$ cat src/rtl/cpu7_ifu_fetchq.sv
// Instruction fetch unit front end: issues one fetch at a time to the I-cache
// and buffers returned instructions in a circular queue feeding decode.
module cpu7_ifu_fetchq #(
  parameter int FETCH_W = 4,
  parameter int DEPTH   = 8,
  localparam int CW = (FETCH_W > 1) ? $clog2(FETCH_W) : 1,
  localparam int QW = $clog2(DEPTH) + 1
) (
  input  logic                  clock,
  input  logic                  resetn,
  input  logic [31:0]           pc_init,
  output logic                  inst_req,
  output logic [31:0]           inst_addr,
  input  logic                  inst_addr_ok,
  input  logic                  inst_valid,
  input  logic [CW-1:0]         inst_count,
  input  logic [32*FETCH_W-1:0] inst_rdata,
  input  logic                  inst_ex,
  input  logic [5:0]            inst_exccode,
  output logic                  inst_cancel,
  input  logic                  br_cancel,
  input  logic [31:0]           br_target,
  output logic                  fdp_dec_valid,
  input  logic                  fdp_dec_ready,
  output logic [31:0]           fdp_dec_inst,
  output logic [31:0]           fdp_dec_pc,
  output logic                  fdp_dec_ex,
  output logic [5:0]            fdp_dec_exccode,
  output logic [QW-1:0]         fq_count
);

  localparam int PW = (DEPTH > 1) ? $clog2(DEPTH) : 1;

  typedef enum logic [2:0] {
    S_IDLE,
    S_REQ,
    S_WAIT,
    S_STALL,
    S_HALT
  } state_t;

  typedef struct packed {
    logic [31:0] pc;
    logic [31:0] inst;
    logic        ex;
    logic [5:0]  exc;
  } entry_t;

  state_t        r_state, w_state_nxt;
  logic [31:0]   r_fpc, w_fpc_nxt;
  entry_t        r_q [DEPTH];
  logic [PW-1:0] r_rptr, r_wptr;
  logic [QW-1:0] r_count, w_count_nxt;
  logic [QW-1:0] w_enq_n, w_resp_n;
  logic          w_enq_ex;
  logic          w_deq;
  logic          w_flush;
  entry_t        w_head;

  assign w_flush  = br_cancel & (r_state != S_IDLE);
  assign w_resp_n = QW'(inst_count & CW'(FETCH_W - 1)) + QW'(1);
  assign w_deq    = fdp_dec_valid & fdp_dec_ready;
  assign w_head   = r_q[r_rptr];

  always_comb begin
    w_state_nxt = r_state;
    w_fpc_nxt   = r_fpc;
    w_enq_n     = '0;
    w_enq_ex    = 1'b0;
    case (r_state)
      S_IDLE: begin
        w_fpc_nxt   = pc_init;
        w_state_nxt = S_REQ;
      end
      S_REQ: if (inst_addr_ok) w_state_nxt = S_WAIT;
      S_WAIT: if (inst_valid) begin
        if (inst_ex) begin
          w_enq_n     = QW'(1);
          w_enq_ex    = 1'b1;
          w_state_nxt = S_HALT;
        end else begin
          w_enq_n     = w_resp_n;
          w_fpc_nxt   = r_fpc + (32'(w_resp_n) << 2);
          w_state_nxt = S_STALL;
        end
      end
      default: ;
    endcase
    w_count_nxt = r_count + w_enq_n - QW'(w_deq);
    // A completed fetch routes through STALL and leaves the same cycle if the
    // post-update occupancy already leaves room for a full fetch.
    if ((w_state_nxt == S_STALL) && ((DEPTH - int'(w_count_nxt)) >= FETCH_W))
      w_state_nxt = S_REQ;
    if (w_flush) begin
      w_state_nxt = S_REQ;
      w_fpc_nxt   = br_target;
      w_enq_n     = '0;
      w_enq_ex    = 1'b0;
      w_count_nxt = '0;
    end
  end

  always_ff @(posedge clock or negedge resetn) begin
    if (!resetn) begin
      r_state <= S_IDLE;
      r_fpc   <= '0;
      r_rptr  <= '0;
      r_wptr  <= '0;
      r_count <= '0;
    end else begin
      r_state <= w_state_nxt;
      r_fpc   <= w_fpc_nxt;
      r_count <= w_count_nxt;
      if (w_flush) begin
        r_rptr <= '0;
        r_wptr <= '0;
      end else begin
        r_rptr <= r_rptr + PW'(w_deq);
        r_wptr <= r_wptr + PW'(w_enq_n);
      end
    end
  end

  always_ff @(posedge clock) begin
    for (int unsigned i = 0; i < FETCH_W; i++) begin
      if (i < 32'(w_enq_n)) begin
        if (w_enq_ex)
          r_q[r_wptr + PW'(i)] <= {r_fpc, 32'h0, 1'b1, inst_exccode};
        else
          r_q[r_wptr + PW'(i)] <= {r_fpc + 32'(4 * i), inst_rdata[32*i +: 32], 1'b0, 6'h0};
      end
    end
  end

  assign inst_req        = (r_state == S_REQ);
  assign inst_addr       = r_fpc;
  assign inst_cancel     = br_cancel & ((r_state == S_WAIT) | ((r_state == S_REQ) & inst_addr_ok));
  assign fdp_dec_valid   = (r_count != '0) & ~br_cancel;
  assign fdp_dec_inst    = w_head.inst;
  assign fdp_dec_pc      = w_head.pc;
  assign fdp_dec_ex      = w_head.ex;
  assign fdp_dec_exccode = w_head.exc;
  assign fq_count        = r_count;

endmodule

$ cat config.mk
export PLATFORM = sky130hd
export DESIGN_NAME = cpu7_ifu_fetchq
export DESIGN_NICKNAME = d
export VERILOG_FILES = /design/src/rtl/cpu7_ifu_fetchq.sv
export SDC_FILE = /design/constraint.sdc
export NUM_CORES = 2
export LEC_CHECK = 0
export ABC_AREA = 1
export BUFFER_PORTS_ARGS = -buffer_cell sky130_fd_sc_hd__buf_4
export CELL_PAD_IN_SITES_DETAIL_PLACEMENT = 1
export CELL_PAD_IN_SITES_GLOBAL_PLACEMENT = 2
export CORE_MARGIN = 8
export CORE_UTILIZATION = 37
export CTS_CLUSTER_DIAMETER = 200
export DETAILED_ROUTE_END_ITERATION = 8
export GPL_TIMING_DRIVEN = 1
export PLACE_DENSITY = 0.95
export REMOVE_ABC_BUFFERS = 1
export SLEW_MARGIN = 25
export SYNTH_ARGS = -nofsm -noshare
export SYNTH_HDL_FRONTEND = slang
export SYNTH_SLANG_ARGS = --single-unit
$ cat constraint.sdc
create_clock -name clock -period 10.8 [get_ports clock]
set_input_delay 2.16 -clock clock [delete_from_list [all_inputs] [get_ports clock]]
set_output_delay 2.16 -clock clock [all_outputs]
set_load 0.01 [all_outputs]
==> impl_metrics.yaml <==
timing:
  fmax_mhz: 147
  fin_tns_setup_ns: 0
  hold_violations: 0
  skew_ns: 0.0243
  worst_pin_slew_ns: 1.20
  finalCriticalPeriod_ns: 6.82
  maxSlewViolCount: 0
  relSlewSlack: 0.201
  whs_ns: 0.588
  rsz0062_at_grt: "no"
  post-route-period-util: 0.631
  setup_viol: 0
floorplanning:
  fp.dieW_um: 366
  ios: 317
  initial_core_util: 0.372
  core_um2: 122000
  row_count: 128
  dieArea_um2: 134000
  chipHeight_um: 366
power:
  switchingPower_mw: 3.69
  powerDensity_nw_per_um2: 174
  clkPwrFrac: 0.298
  combPwrFrac: 0.374
  ir_drop_uv: 119
  power_mw: 8.95
  swShare: 0.413
  p_seq_frac: 0.329
  power_leakage_nw: 22.4
  intPower_mw: 5.26
cts:
  cts_root_buf: "clkbuf_16"
  holdBufCountCts: 0
  cts_tree: "done"
  insertion_delay_ns: 0.70
  clock_sinks: 613
  clk_pin_slew_ns: 0.06
  cts_max_path_buffers: 3
  cts_resized: 0
  cts.htree.levels: 3
  cts_setup_buffers: 0
  cts_inserted_buffers: 79
critical_path:
  critPathLaunchType: "input port"
  max_stage_delay_ns: 0.79
  cpMostUsedCell: "buf_4"
  crit_chain: "buf_4 -> ha_1 -> nand3_1 -> nor2_1 -> nand2_1 -> nand2_8 -> buf_4 -> nand2_2 -> nand2_1 -> nor2_2 -> buf_4 -> o21ai_4 -> buf_4 -> buf_4"
  critical_path_class: "input port to flip-flop"
  critPathMaxFanout: 91
  endpoint_kind: "flip-flop"
  cp.required_ns: 11.10
  critPathArrivalTime_ns: 7.12
  slowest_stage: "buf_4"
synthesis:
  synthFlopType: "edfxtp_1"
  yosys_warnings: 0
  synth-edff-count: 568
  yosysUniqueCellTypes: 43
  avgSynthCellArea_um2: 6.66
  ys_seq_area_frac: 0.401
  synth_cells: 6805
  synth-seq-cells: 613
  mappedNetlistArea_um2: 45300
  synth-async-reset-ratio: 0.0734
layout:
  final_cell_mix: "2115 x nand2_1, 1044 x nor2_1, 601 x nand3_1"
  area_delta_synth_final_pct: 13.3
  final_common_cell: "nand2_1"
  nets: 7078
  fin_util: 0.422
  fillers: 15700
  drive_above_1_share: 0.0953
grt:
  grt_pass1_wl_mm: 362
  track_usage: 0.356
  antenna_found_initial: 5
  grt.overflow.total: 0
  grt_max_degree: 124
  grt_pass1_vias: 54200
drt:
  vias: 53500
  wl_mm: 251
  drtPass1Iterations: 6
  drtAntennaViolNets: 0
  first_iter_violations: 6633
  wl_per_cell_um: 29.5
  vias_per_cell: 6.26
  drc_errors: 0
outcome:
  outcome: "finished, final reports clean"
place:
  gp_congestion: 0.998
  dp_hpwl_mm: 151
  portBuffers: 316
min_path:
  hp-class: "flip-flop to flip-flop"
flow_run:
  maxCapViolCount: 0
## sequential cells by signal, summed over array words and instances, names as in the netlist
register and cells:
fq_count 4, inst_addr 32, r_q 568, r_rptr 3
r_state 3, r_wptr 3
## synthesized netlist by cell type, types with 7 or more instances
| library cell | count | share of area |
|---|---|---|
| a21oi_1 | 273 | 0.030 |
| a31oi_1 | 119 | 0.016 |
| buf_1 | 32 | 0.0027 |
| buf_2 | 120 | 0.013 |
| buf_4 | 24 | 0.0040 |
| clkbuf_1 | 292 | 0.024 |
| clkinv_1 | 15 | 0.0012 |
| dfrtp_1 | 45 | 0.025 |
| edfxtp_1 | 568 | 0.38 |
| ha_1 | 19 | 0.0052 |
| inv_1 | 511 | 0.042 |
| inv_2 | 24 | 0.0020 |
| nand2_1 | 2126 | 0.18 |
| nand2_2 | 10 | 0.0014 |
| nand3_1 | 605 | 0.067 |
| nand4_1 | 28 | 0.0039 |
| nor2_1 | 1047 | 0.087 |
| nor2_2 | 8 | 0.0011 |
| nor3_1 | 20 | 0.0022 |
| nor3_2 | 7 | 0.0015 |
| o2111ai_1 | 17 | 0.0033 |
| o211ai_1 | 17 | 0.0028 |
| o21ai_0 | 597 | 0.066 |
| o21ai_1 | 47 | 0.0052 |
| o21ai_2 | 16 | 0.0031 |
| o22ai_1 | 128 | 0.018 |
| xor2_1 | 52 | 0.010 |
## cell type report
class	instances	area (um^2)	share of cell area
diodes	5	12.5	0.000244
clock inverters	39	365	0.00712
clock buffers	100	2080	0.0405
flip-flops and latches	613	18200	0.355
multi-input cells	5170	23300	0.453
repair buffers	435	3280	0.0639
inverters	550	2090	0.0407
well taps	1625	2030	0.0396
## stage by stage
stage	setup WS, ns	instances	area, um^2
finish	3.98	8537	51300
global route	3.89	8532	51300
CTS	4.16	8531	51300
detailed placement	3.47	8392	48800
global placement	3.59	8392	48800
floorplan	-2.10	6333	43300
## worst max-delay path, delay by kind of cell
family | cells | cell delay (ns)
buffers and inverters | 5 | 2.43
AND/OR/NAND/NOR | 7 | 1.76
AO/OA/AOI/OAI | 1 | 0.25
adder cells (fa/ha/maj) | 1 | 0.33
## cells by family (layout without fill, tap and decap cells)
kind of cell | Yosys count | in the layout | share of synthesized area
compound gates | 1222 | 1222 | 0.146
simple gates | 3867 | 3867 | 0.343
fa+ha+maj | 22 | 22 | 0.00657
flops | 613 | 613 | 0.401
other cells | 0 | 5 | 0
buf+inv | 1022 | 1124 | 0.0907
xor+xnor | 59 | 59 | 0.0119
## worst paths after layout
kind / start / cells past startpoint / endpoint / slack, ns
max in group asynchronous: resetn / 1 / r_rptr[1] / 8.60
min in group asynchronous: resetn / 1 / inst_addr[28] / 1.57
worst min-delay path: r_state[0] / 2 / r_state[0] / 0.59
worst max register to register: r_wptr[0] / 11 / r_q[1][67] / 4.63
worst max-delay path: inst_count[0] / 14 / r_q[4][15] / 3.98
worst min register to register: r_state[0] / 2 / r_state[0] / 0.59
## layer usage
metal	wire length (um)	GRT usage	vias up
met4	21400	0.243	2
met3	30200	0.0867	1222
li1	-	-	22500
met5	13	0	-
met1	90400	0.431	25800
met2	109000	0.558	3966
## power groups by stage
stage / Combinational (mW) / Sequential [mW] / Clock, mW
6_report: 3.35 / 2.94 / 2.66
5_1_grt: 3.63 / 2.94 / 2.73
4_1_cts: 3.28 / 2.93 / 2.66
3_5_place_dp: 3.26 / 2.98 / 0
3_3_place_gp: 3.17 / 2.98 / 0
2_1_floorplan: 1.83 / 3.02 / 0
Power figures use the tool's default switching activity.
